$ cat src/rtl/lottery_pkg.sv
`default_nettype none
// ---------------------------------------------------------------------------
// Package : lottery_pkg
// Shared types and constants for the lottery draw generator and ticket checker.
// Rev     : 1.0
// ---------------------------------------------------------------------------
package lottery_pkg;

    typedef enum logic [2:0] {
        ST_IDLE = 3'd0,
        ST_DRAW = 3'd1,
        ST_SEND = 3'd2,
        ST_GAP  = 3'd3,
        ST_FIN  = 3'd4,
        ST_DONE = 3'd5
    } state_t;

    localparam int NUM_DIGITS = 5;

    // Feedback taps 15, 13, 12, 10 of the draw LFSR
    localparam logic [15:0] LFSR_TAP_MASK = 16'hB400;

    // Active-low seven-segment patterns, bit order {g,f,e,d,c,b,a}
    localparam logic [6:0] SEG_0     = 7'b1000000;
    localparam logic [6:0] SEG_1     = 7'b1111001;
    localparam logic [6:0] SEG_2     = 7'b0100100;
    localparam logic [6:0] SEG_3     = 7'b0110000;
    localparam logic [6:0] SEG_4     = 7'b0011001;
    localparam logic [6:0] SEG_5     = 7'b0010010;
    localparam logic [6:0] SEG_6     = 7'b0000010;
    localparam logic [6:0] SEG_7     = 7'b1111000;
    localparam logic [6:0] SEG_8     = 7'b0000000;
    localparam logic [6:0] SEG_9     = 7'b0010000;
    localparam logic [6:0] SEG_DASH  = 7'b0111111;
    localparam logic [6:0] SEG_P     = 7'b0001100;
    localparam logic [6:0] SEG_BLANK = 7'b1111111;

    function automatic logic [6:0] seg_decode(input logic [3:0] digit);
        logic [6:0] seg;
        case (digit)
            4'd0:    seg = SEG_0;
            4'd1:    seg = SEG_1;
            4'd2:    seg = SEG_2;
            4'd3:    seg = SEG_3;
            4'd4:    seg = SEG_4;
            4'd5:    seg = SEG_5;
            4'd6:    seg = SEG_6;
            4'd7:    seg = SEG_7;
            4'd8:    seg = SEG_8;
            4'd9:    seg = SEG_9;
            default: seg = SEG_P;
        endcase
        return seg;
    endfunction

endpackage
`default_nettype wire

$ cat src/rtl/lottery_lfsr16.sv
`default_nettype none
// ---------------------------------------------------------------------------
// Module  : lottery_lfsr16
// 16-bit Fibonacci LFSR with seed load; a zero load value selects SEED.
// Rev     : 1.0
// ---------------------------------------------------------------------------
module lottery_lfsr16
    import lottery_pkg::*;
#(
    parameter logic [15:0] SEED = 16'hACE1
) (
    input  logic        clk,
    input  logic        reset,
    input  logic        load,
    input  logic [15:0] load_val,
    input  logic        step,
    output logic [15:0] q
);

    logic [15:0] r_q;
    logic        w_feedback;

    assign w_feedback = ^(r_q & LFSR_TAP_MASK);

    // The all-zero state would lock the register, so it is never loaded
    always_ff @(posedge clk) begin
        if (reset) begin
            r_q <= SEED;
        end else if (load) begin
            r_q <= (load_val == 16'h0000) ? SEED : load_val;
        end else if (step) begin
            r_q <= {r_q[14:0], w_feedback};
        end
    end

    assign q = r_q;

endmodule
`default_nettype wire

$ cat src/rtl/lottery_draw.sv
`default_nettype none
// ---------------------------------------------------------------------------
// Module  : lottery_draw
// Draws five decimal digits and sends them on the num/insert/finish protocol.
// Define LOTTERY_DRAW_HEX_EN to drive HEX4..HEX0 and LEDR from the draw.
// Rev     : 1.0
// ---------------------------------------------------------------------------
module lottery_draw
    import lottery_pkg::*;
#(
    parameter logic [15:0] SEED       = 16'hACE1,
    parameter int          GAP_CYCLES = 3
) (
    input  logic        clk,
    input  logic        reset,
    input  logic        start,
    input  logic        seed_load,
    input  logic [15:0] seed,
    output logic [3:0]  num,
    output logic        insert,
    output logic        finish,
    output logic        busy,
    output logic        done,
    output logic [9:0]  LEDR,
    output logic [6:0]  HEX4,
    output logic [6:0]  HEX3,
    output logic [6:0]  HEX2,
    output logic [6:0]  HEX1,
    output logic [6:0]  HEX0
);

    localparam logic [3:0] GAP_LAST   = 4'(GAP_CYCLES - 1);
    localparam logic [2:0] LAST_INDEX = 3'(NUM_DIGITS - 1);

    state_t      r_state;
    state_t      w_next_state;
    logic [15:0] w_lfsr;
    logic [3:0]  w_cand;
    logic        w_accept;
    logic        w_ctrl_ok;
    logic        w_load;
    logic        w_begin;
    logic        w_step;
    logic        w_gap_end;
    logic        w_last_digit;
    logic [2:0]  r_idx;
    logic [3:0]  r_gap_cnt;
    logic [3:0]  r_num;
    logic        w_unused_lfsr_hi;

    assign w_cand       = w_lfsr[3:0];
    assign w_accept     = (w_cand <= 4'd9);
    assign w_ctrl_ok    = (r_state == ST_IDLE) || (r_state == ST_DONE);
    assign w_load       = w_ctrl_ok && seed_load;
    assign w_begin      = w_ctrl_ok && start;
    assign w_step       = (r_state == ST_DRAW);
    assign w_gap_end    = (r_gap_cnt == GAP_LAST);
    assign w_last_digit = (r_idx == LAST_INDEX);

    // Only the low nibble is a candidate; the rest is LFSR history
    assign w_unused_lfsr_hi = ^w_lfsr[15:4];

    lottery_lfsr16 #(
        .SEED     (SEED)
    ) u_lfsr (
        .clk      (clk),
        .reset    (reset),
        .load     (w_load),
        .load_val (seed),
        .step     (w_step),
        .q        (w_lfsr)
    );

    always_ff @(posedge clk) begin
        if (reset) begin
            r_state <= ST_IDLE;
        end else begin
            r_state <= w_next_state;
        end
    end

    always_comb begin
        w_next_state = r_state;
        case (r_state)
            ST_IDLE, ST_DONE: begin
                if (start) begin
                    w_next_state = ST_DRAW;
                end
            end
            ST_DRAW: begin
                if (w_accept) begin
                    w_next_state = ST_SEND;
                end
            end
            ST_SEND: begin
                w_next_state = ST_GAP;
            end
            ST_GAP: begin
                if (w_gap_end) begin
                    w_next_state = w_last_digit ? ST_FIN : ST_DRAW;
                end
            end
            ST_FIN: begin
                w_next_state = ST_DONE;
            end
            default: begin
                w_next_state = ST_IDLE;
            end
        endcase
    end

    always_comb begin
        insert = 1'b0;
        finish = 1'b0;
        busy   = 1'b0;
        done   = 1'b0;
        case (r_state)
            ST_DRAW: busy = 1'b1;
            ST_SEND: begin
                busy   = 1'b1;
                insert = 1'b1;
            end
            ST_GAP:  busy = 1'b1;
            ST_FIN: begin
                busy   = 1'b1;
                finish = 1'b1;
            end
            ST_DONE: done = 1'b1;
            default: begin
                busy = 1'b0;
                done = 1'b0;
            end
        endcase
    end

    // The gap counter idles at zero so every GAP phase starts from a clean count
    always_ff @(posedge clk) begin
        if (reset) begin
            r_idx     <= 3'd0;
            r_gap_cnt <= 4'd0;
            r_num     <= 4'd0;
        end else begin
            if (w_begin) begin
                r_idx <= 3'd0;
            end else if ((r_state == ST_GAP) && w_gap_end && !w_last_digit) begin
                r_idx <= r_idx + 3'd1;
            end

            if (r_state == ST_GAP) begin
                r_gap_cnt <= r_gap_cnt + 4'd1;
            end else begin
                r_gap_cnt <= 4'd0;
            end

            if (w_step && w_accept) begin
                r_num <= w_cand;
            end
        end
    end

    assign num = r_num;

`ifdef LOTTERY_DRAW_HEX_EN
    logic [3:0]            r_digit [NUM_DIGITS];
    logic [NUM_DIGITS-1:0] r_valid;
    logic [6:0]            w_seg   [NUM_DIGITS];

    // r_valid fills in order, so it doubles as the LEDR thermometer
    always_ff @(posedge clk) begin
        if (reset || w_begin) begin
            r_valid <= '0;
            for (int i = 0; i < NUM_DIGITS; i++) begin
                r_digit[i] <= 4'd0;
            end
        end else if (w_step && w_accept) begin
            for (int i = 0; i < NUM_DIGITS; i++) begin
                if (r_idx == 3'(i)) begin
                    r_digit[i] <= w_cand;
                    r_valid[i] <= 1'b1;
                end
            end
        end
    end

    generate
        for (genvar gi = 0; gi < NUM_DIGITS; gi++) begin : g_seg
            assign w_seg[gi] = r_valid[gi] ? seg_decode(r_digit[gi]) : SEG_DASH;
        end
    endgenerate

    assign HEX4 = w_seg[0];
    assign HEX3 = w_seg[1];
    assign HEX2 = w_seg[2];
    assign HEX1 = w_seg[3];
    assign HEX0 = w_seg[4];
    assign LEDR = {{(10 - NUM_DIGITS){1'b0}}, r_valid};
`else
    assign HEX4 = SEG_BLANK;
    assign HEX3 = SEG_BLANK;
    assign HEX2 = SEG_BLANK;
    assign HEX1 = SEG_BLANK;
    assign HEX0 = SEG_BLANK;
    assign LEDR = 10'd0;
`endif

endmodule
`default_nettype wire

$ cat config.mk
export PLATFORM = sky130hd
export DESIGN_NAME = lottery_draw
export DESIGN_NICKNAME = d
export VERILOG_FILES = /design/src/rtl/lottery_pkg.sv /design/src/rtl/lottery_lfsr16.sv /design/src/rtl/lottery_draw.sv
export SDC_FILE = /design/constraint.sdc
export NUM_CORES = 1
export LEC_CHECK = 0
export CORE_UTILIZATION = 40
export DETAILED_ROUTE_END_ITERATION = 6
export PLACE_DENSITY = 0.8
export SLEW_MARGIN = 20
export SYNTH_ARGS = -nofsm -noshare
export SYNTH_HDL_FRONTEND = slang
export SYNTH_SLANG_ARGS = --single-unit
$ cat constraint.sdc
create_clock -name clk -period 1.3 [get_ports clk]
set_input_delay 0.325 -clock clk [delete_from_list [all_inputs] [get_ports clk]]
set_output_delay 0.325 -clock clk [all_outputs]
set_load 0.005 [all_outputs]
==> load_flow_metrics.sql, run 1 <==
INSERT INTO impl_metrics (metric_group, metric, value, unit) VALUES
('cells_and_area', 'diodes_inserted', '0', ''),
('run_status', 'violated_checks', 'design-rule violations, negative setup slack', ''),
('timing', 'timing.hold.ws', '0.451', 'ns'),
('worst_setup_path', 'crit_path_frequent_cell', 'sky130_fd_sc_hd__buf_6', ''),
('placement', 'gp_routability_congestion', '0.841', ''),
('drt', 'vias_per_cell', '5.01', ''),
('worst_setup_path', 'timing.critical_path.max_delay_family', 'simple AND/OR/NAND/NOR gates', ''),
('logic_synthesis', 'synthCells', '234', ''),
('worst_setup_path', 'setup.worst_path.start_class', 'register', ''),
('timing', 'clock.fmax', '701', 'MHz'),
('cells_and_area', 'layout_common_cells', '45 x sky130_fd_sc_hd__conb_1, 38 x sky130_fd_sc_hd__buf_4, 23 x sky130_fd_sc_hd__dfxtp_1', ''),
('timing', 'period_needed', '1.43', 'ns'),
('logic_synthesis', 'top_ff_cell_synth', 'sky130_fd_sc_hd__dfxtp_1', ''),
('logic_synthesis', 'netlist-cell-type-count', '40', ''),
('timing', 'final.setup.tns', '-1.56', 'ns'),
('cts', 'cts.sinks', '30', ''),
('global_route', 'globalRouteTotalUtil', '17.5', '%'),
('logic_synthesis', 'synth.yosys.warnings', '0', ''),
('global_route', 'first_pass_grt_wire_length', '6850', 'um'),
('placement', 'worst_setup_slack_post_dpl', '-0.437', 'ns'),
('drt', 'wirelength', '4750', 'um'),
('global_route', 'grt_pass1_vias', '1594', ''),
('timing', 'final_critical_path_setup_slack', '-0.126', 'ns'),
('pwr', 'power_per_cell_area', '1110', 'nW/um^2'),
('drt', 'drt_pass1_iterations', '6', ''),
('worst_setup_path', 'required_time_of_the_critical_path', '1.52', 'ns'),
('cts', 'clock_insertion_delay_worst_skew', '0.29', 'ns'),
('floorplan', 'ioPinCount', '73', ''),
('global_route', 'overflow', '0', ''),
('logic_synthesis', 'avgSynthCellArea', '8.07', 'sq um'),
('worst_setup_path', 'crit_path_max_fanout', '7', ''),
('cells_and_area', 'area_delta_synth_final', '42.1', '%'),
('drt', 'avgRoutedWirePerCell', '13.2', 'um'),
('timing', 'rsz0062_at_grt', 'true', ''),
('cells_and_area', 'fillerInstances', '350', ''),
('worst_setup_path', 'timing.critical_path.buf_inv', '2', ''),
('logic_synthesis', 'post_synth_edffs', '0', ''),
('cts', 'cts_hold_buffers', '0', ''),
('floorplan', 'floorplan.core_area', '4440', 'sq um'),
('floorplan', 'fp-row-count', '24', ''),
('cells_and_area', 'drive_gt1_share', '37.1', '%'),
('floorplan', 'die_x', '70.7', 'um'),
('placement', 'port_buffers', '27', ''),
('timing', 'report.final.setup_viol', '26', ''),
('timing', 'final_worst_path_period_share', '110', '%'),
('cells_and_area', 'layout.nets', '330', ''),
('worst_setup_path', 'end_kind', 'register', ''),
('placement', 'detailedPlacementHpwl', '2970', 'um'),
('drt', 'num_vias', '1797', ''),
('placement', 'placed_cells_incl_taps', '336', ''),
('global_route', 'pin_count_of_the_biggest_net_entering_global_routing', '22', ''),
('drt', 'drt_iter0_drcs', '102', ''),
('run_status', 'run_status', 'complete, but fails checks', ''),
('worst_setup_path', 'setup.worst_path.class', 'register to register', ''),
('cts', 'cts_max_path_buffers', '2', ''),
('cts', 'clk_pin_slew', '0.07', 'ns'),
('cts', 'cts_tree', 'done', ''),
('logic_synthesis', 'ys_async_sr_fraction', '0', '%'),
('worst_setup_path', 'worstPathArrival', '1.65', 'ns'),
('logic_synthesis', 'seq_area_frac_synth', '31.8', '%'),
('timing', 'finalHoldViolCount', '0', ''),
('worst_setup_path', 'highest_cell_delay_on_the_worst_timing_path', '0.41', 'ns'),
('cts', 'numCtsBuffers', '5', ''),
('global_route', 'grt_antenna_before_repair', '0', ''),
('cells_and_area', 'layout.cells.most_common', 'sky130_fd_sc_hd__conb_1', ''),
('cells_and_area', 'multi_input_logic_area', '1200', 'sq um'),
('logic_synthesis', 'mappedNetlistArea', '1890', 'sq um'),
('min_path', 'min_path_type', 'register to register', ''),
('drt', 'post-route-drc-count', '8', ''),
('pwr', 'vdd_drop_max', '634', 'uV'),
('timing', 'finalMaxSlewViolations', '0', '');
## flip-flops by register name, summed over array words and instances, names as in the netlist
| signal | flops |
|---|---|
| num | 4 |
| r_gap_cnt | 4 |
| r_idx | 3 |
| r_state | 3 |
| u_lfsr.q | 16 |
## where the power goes
part / total (mW) / switching, mW / internal (mW) / leakage [nW]
clock: 0.789 / 0.362 / 0.426 / 0.0482
combinational: 1.02 / 0.484 / 0.533 / 0.890
sequential: 1.17 / 0.128 / 1.04 / 0.251
total: 2.98 / 0.974 / 2.00 / 1.19
## repair_timing
item | in CTS | in global routing
setup buffers | 10 | 3
gates resized for setup | 56 | 32
hold endpoints to repair | 0 | 0
setup endpoints to repair | 37 | 33
pin swaps | 8 | 14
gates cloned | 1 | 1
## routing by layer
layer	part of all wire [%]	wire [um]	GRT usage, %	vias to the layer above
li1	-	-	-	849
met1	40	1910	19.5	855
met2	51	2440	30.1	81
met3	5.8	274	4.42	12
met4	2.6	125	10.2	0
met5	0	0	0	-
## through the flow
step | instance area [sq um] | util (%)
2_1_floorplan | 2050 | -
3_3_place_gp | 2260 | 51.0
3_5_place_dp | 2260 | 51.0
4_1_cts | 2510 | 56.6
5_1_grt | 2680 | 60.4
6_report | 2680 | 60.4
## cells in the mapped netlist (4+ instances only)
master / number / area, sq um
sky130_fd_sc_hd__nand2_1: 15 / 56.3
sky130_fd_sc_hd__buf_4: 49 / 368
sky130_fd_sc_hd__clkbuf_1: 4 / 15.0
sky130_fd_sc_hd__inv_1: 5 / 18.8
sky130_fd_sc_hd__nor3_1: 7 / 35.0
sky130_fd_sc_hd__nor4_1: 9 / 56.3
sky130_fd_sc_hd__a21oi_1: 14 / 70.1
sky130_fd_sc_hd__o21ai_0: 10 / 50.1
sky130_fd_sc_hd__ha_1: 4 / 50.1
sky130_fd_sc_hd__nand3_1: 14 / 70.1
sky130_fd_sc_hd__nor2_1: 27 / 101
sky130_fd_sc_hd__xnor2_1: 6 / 52.6
sky130_fd_sc_hd__dfxtp_1: 30 / 601
## cell families after synthesis
| kind of cell | after synthesis | share of synthesized area [%] |
|---|---|---|
| XOR/XNOR | 8 | 3.71 |
| adder cells (fa/ha/maj) | 4 | 2.65 |
| AO/OA/AOI/OAI | 41 | 15.3 |
| other | 2 | 0.398 |
| buffers and inverters | 62 | 23.0 |
| flip-flops | 30 | 31.8 |
| AND/OR/NAND/NOR | 87 | 23.1 |
## worst min-delay path: stages, from the launching register on
cell	delay, ns
sky130_fd_sc_hd__dfxtp_1	0.30
sky130_fd_sc_hd__nand2_1	0.05
sky130_fd_sc_hd__a21oi_1	0.05
## path summary, 6_finish.rpt
kind	startpoint	end	cells after the start
max reg2reg	r_state[1]$_SDFFE_PP0P_	num[1]$_SDFFE_PP0P_	6
min	num[0]$_SDFFE_PP0P_	num[0]$_SDFFE_PP0P_	2
min reg2reg	num[0]$_SDFFE_PP0P_	num[0]$_SDFFE_PP0P_	2
max	r_state[1]$_SDFFE_PP0P_	num[1]$_SDFFE_PP0P_	6
## area by class of cell
type | instances | share of cell area, %
clock buffer | 7 | 3.22
clock inverter | 1 | 0.186
inverter | 5 | 0.699
multi-input combinational | 186 | 44.8
sequential | 30 | 23.0
tap | 52 | 2.42
timing repair buffer | 78 | 25.6
Note: power is estimated with default switching activity, not from simulation.
==> inputs of run 2 (changes only) <==
Settings changed: HOLD_SLACK_MARGIN set to 0.03, SKIP_LAST_GASP set to 1, SYNTH_HIERARCHICAL set to 1.
==> run 2 against run 1 <==
  * The flow finishes with violations (negative setup slack)
  * Design area up 2.6%
  * Combinational power is 4% lower
  * Sequential power fell by 8%
  * Area after synthesis grew 0.33%
  * Critical endpoint is now u_lfsr/q[15]$_SDFFE_PP1P_
  * Highest routed layer unchanged
==> load_flow_metrics.sql, run 2 <==
INSERT INTO impl_metrics (metric_group, metric, value, unit) VALUES
('global_route', 'grtUsageMet1', '22.3', '%'),
('cells_and_area', 'layout_common_cells', '46 x sky130_fd_sc_hd__buf_4, 45 x sky130_fd_sc_hd__conb_1, 22 x sky130_fd_sc_hd__dfxtp_1', ''),
('worst_setup_path', 'timing.critical_path.buf_inv', '3', ''),
('global_route', 'overflow', '0', ''),
('logic_synthesis', 'avgSynthCellArea', '8.53', 'sq um'),
('placement', 'port_buffers', '27', ''),
('logic_synthesis', 'synth.mux.area_fraction', '8.92', '%'),
('logic_synthesis', 'synth.top_cells.by_count', '45 x sky130_fd_sc_hd__buf_4, 30 x sky130_fd_sc_hd__dfxtp_1, 22 x sky130_fd_sc_hd__nor2_1', ''),
('worst_setup_path', 'setup.worst_path.start_class', 'register', ''),
('floorplan', 'initial_core_util', '42.6', '%'),
('cts', 'clk_root_buffer_cell', 'sky130_fd_sc_hd__clkbuf_8', ''),
('cts', 'cts_max_path_buffers', '2', ''),
('logic_synthesis', 'ys_async_sr_fraction', '0', '%'),
('timing', 'finalHoldViolCount', '0', ''),
('cells_and_area', 'layout.cells.most_common', 'sky130_fd_sc_hd__buf_4', ''),
('timing', 'clock.fmax', '598', 'MHz'),
('logic_synthesis', 'netlist.top_cell.by_area', 'sky130_fd_sc_hd__dfxtp_1', ''),
('cts', 'clock_insertion_delay_worst_skew', '0.30', 'ns'),
('worst_setup_path', 'end_kind', 'register', ''),
('drt', 'num_vias', '1764', ''),
('worst_setup_path', 'critical-path-slowest-cell', 'sky130_fd_sc_hd__dfxtp_4', ''),
('timing', 'rsz0062_at_grt', 'true', ''),
('logic_synthesis', 'post_synth_edffs', '0', ''),
('worst_setup_path', 'depth_of_the_most_critical_reg_to_reg_path', '8', ''),
('drt', 'drt_iter0_drcs', '98', ''),
('worst_setup_path', 'setup.worst_path.class', 'register to register', ''),
('floorplan', 'ioPinCount', '73', ''),
('drt', 'drt_pass1_iterations', '6', ''),
('cells_and_area', 'layout.nets', '328', ''),
('min_path', 'min_delay_path_depth', '3', ''),
('logic_synthesis', 'mappedNetlistArea', '1890', 'sq um'),
('worst_setup_path', 'timing.critical_path.max_delay_family', 'buffers and inverters', ''),
('placement', 'gp_routability_congestion', '0.822', ''),
('cells_and_area', 'diodes_inserted', '0', ''),
('worst_setup_path', 'worst-path-stages', '8', ''),
('cts', 'numCtsBuffers', '5', ''),
('pwr', 'power_per_cell_area', '1020', 'nW/um^2'),
('logic_synthesis', 'seq_area_frac_synth', '31.7', '%'),
('global_route', 'global_routing_s_busiest_layer', 'met2', ''),
('timing', 'report.final.setup_viol', '26', ''),
('logic_synthesis', 'synth.yosys.warnings', '6', ''),
('logic_synthesis', 'synthCells', '222', ''),
('run_status', 'violated_checks', 'negative setup slack', ''),
('logic_synthesis', 'top_ff_cell_synth', 'sky130_fd_sc_hd__dfxtp_1', ''),
('placement', 'detailedPlacementHpwl', '3160', 'um'),
('timing', 'fin_skew', '0.00461', 'ns'),
('worst_setup_path', 'crit_path_frequent_cell', 'sky130_fd_sc_hd__buf_4', ''),
('logic_synthesis', 'netlist-cell-type-count', '40', ''),
('worst_setup_path', 'critical_path.cell_chain', 'buf_4 -> xor2_2 -> nor3b_2 -> buf_4 -> o41ai_4 -> buf_6 -> o22ai_1 -> nand2b_1', ''),
('cts', 'cts-htree-levels', '2', ''),
('drt', 'avgRoutedWirePerCell', '13.9', 'um'),
('timing', 'final_worst_path_period_share', '129', '%'),
('logic_synthesis', 'synth_simple_gate_area_share', '18.0', '%'),
('floorplan', 'die_x', '70.8', 'um'),
('global_route', 'grtUsageMet2', '30.9', '%'),
('global_route', 'first_pass_grt_wire_length', '7330', 'um'),
('logic_synthesis', 'synth_top_family_by_area', 'buffers and inverters', ''),
('cells_and_area', 'fillerInstances', '342', ''),
('cts', 'cts_tree', 'done', ''),
('cts', 'cts.sinks', '30', ''),
('drt', 'final_antenna_net_count', '0', ''),
('logic_synthesis', 'synth-seq-cells', '30', ''),
('floorplan', 'fp-row-count', '24', ''),
('cells_and_area', 'number_of_flip_flops_under_the_largest_register_name', '16', ''),
('logic_synthesis', 'yosys.cell_count.top_type', 'sky130_fd_sc_hd__buf_4', ''),
('cells_and_area', 'area_delta_synth_final', '45.4', '%'),
('worst_setup_path', 'highest_cell_delay_on_the_worst_timing_path', '0.36', 'ns'),
('timing', 'finalMaxSlewViolations', '0', ''),
('worst_setup_path', 'worstPathArrival', '1.86', 'ns'),
('drt', 'wirelength', '4930', 'um'),
('floorplan', 'fp.dieArea', '5010', 'sq um'),
('logic_synthesis', 'synth-compound-area-share', '13.7', '%'),
('worst_setup_path', 'crit_path_max_fanout', '8', ''),
('global_route', 'gr-usage-met3', '3.85', '%'),
('global_route', 'globalRouteTotalUtil', '19.2', '%'),
('logic_synthesis', 'synth_top_area_share', '31.7', '%'),
('pwr', 'power.leakage', '1.26', 'nW'),
('run', 'maxCapViolations', '0', ''),
('logic_synthesis', 'synth.area.top_cells', 'sky130_fd_sc_hd__dfxtp_1 32%, sky130_fd_sc_hd__buf_4 18%, sky130_fd_sc_hd__a21oi_1 4.8%', ''),
('global_route', 'pin_count_of_the_biggest_net_entering_global_routing', '11', ''),
('pwr', 'vdd_drop_max', '623', 'uV'),
('timing', 'final_critical_path_setup_slack', '-0.371', 'ns'),
('cells_and_area', 'post_route_cell_area', '2750', 'sq um'),
('logic_synthesis', 'synth_xor_area_share', '3.24', '%'),
('cells_and_area', 'drive_gt1_share', '40.9', '%'),
('floorplan', 'floorplan.core_area', '4440', 'sq um'),
('cts', 'clk_pin_slew', '0.06', 'ns'),
('placement', 'post_dp_cell_area', '2370', 'sq um'),
('drt', 'vias_per_cell', '4.97', ''),
('min_path', 'min_path_type', 'primary input to register', ''),
('drt', 'post-route-drc-count', '0', ''),
('floorplan', 'chipHeight', '70.8', 'um'),
('run_status', 'run_status', 'complete, but fails checks', ''),
('timing', 'period_needed', '1.67', 'ns'),
('pwr', 'post_route_total_power', '2.82', 'mW'),
('logic_synthesis', 'adder_cell_share_of_the_synthesized_area', '2.64', '%'),
('global_route', 'grt_pass1_vias', '1620', ''),
('global_route', 'grt_antenna_before_repair', '0', ''),
('worst_setup_path', 'required_time_of_the_critical_path', '1.49', 'ns');
-- run 2: layer usage --
metal  vias up  share of wire [%]
li1        839                  -
met1       838                 41
met2        71                 50
met3        16                4.7
met4         0                4.2
met5         -                  0
-- run 2: cells by family (layout without fill, tap and decap cells) --
kind of cell / count (synthesis) / count (layout)
other: 2 / 45
XOR/XNOR: 7 / 7
buffers and inverters: 63 / 101
AO/OA/AOI/OAI: 40 / 40
AND/OR/NAND/NOR: 60 / 60
multiplexers: 16 / 16
flip-flops: 30 / 30
adder cells (fa/ha/maj): 4 / 4
-- run 2: repair_timing --
item	in CTS	in global routing
pin swaps	14	13
buffers inserted	8	7
hold buffers	0	0
resized for setup	84	25
endpoints found under the setup margin	33	34
gates cloned	1	0
-- run 2: final cells by class --
class / count / area (sq um) / area share (%)
multi-input cells: 172 / 1230 / 44.7
repair buffers: 86 / 716 / 26.0
flip-flops and latches: 30 / 613 / 22.3
clock buffers: 6 / 82.6 / 3.00
well taps: 52 / 65.1 / 2.36
inverters: 8 / 37.5 / 1.36
repair inverters: 1 / 8.76 / 0.318
-- run 2: stage by stage --
step,worst slack [ns],hold WS (ns),setup TNS [ns],instances,utilization [%]
final,-0.371,0.288,-6.88,355,62.0
after global routing,-0.435,0.358,-8.41,355,62.0
after CTS,-0.288,0.290,-5.43,350,59.2
after detailed placement,-0.780,0.478,-11.11,335,53.4
after global placement,-0.749,0.469,-10.23,335,53.4
after floorplan,-0.335,0.426,-4.67,265,-
-- run 2: tightest hold or removal path: cells and delay by family --
family / cells / cell delay (ns)
AO/OA/AOI/OAI: 1 / 0.06
AND/OR/NAND/NOR: 1 / 0.07
buffers and inverters: 1 / 0.10
-- run 2: where the power goes --
| group | switching (mW) | total (mW) | internal, mW | leakage, nW |
|---|---|---|---|---|
| registers | 0.0725 | 1.08 | 1.00 | 0.250 |
| clock network | 0.354 | 0.761 | 0.407 | 0.0431 |
| logic | 0.445 | 0.980 | 0.535 | 0.968 |
-- run 2: final timing paths --
check                                             start                         to  slack (ns)
worst max-delay path            r_state[2]$_SDFFE_PP0P_  u_lfsr/q[15]$_SDFFE_PP1P_       -0.37
worst min-delay path                            seed[4]   u_lfsr/q[4]$_SDFFE_PP0P_        0.29
worst max register to register  r_state[2]$_SDFFE_PP0P_  u_lfsr/q[15]$_SDFFE_PP1P_       -0.37
worst min register to register    r_idx[0]$_SDFFE_PP0P_      r_idx[0]$_SDFFE_PP0P_        0.47
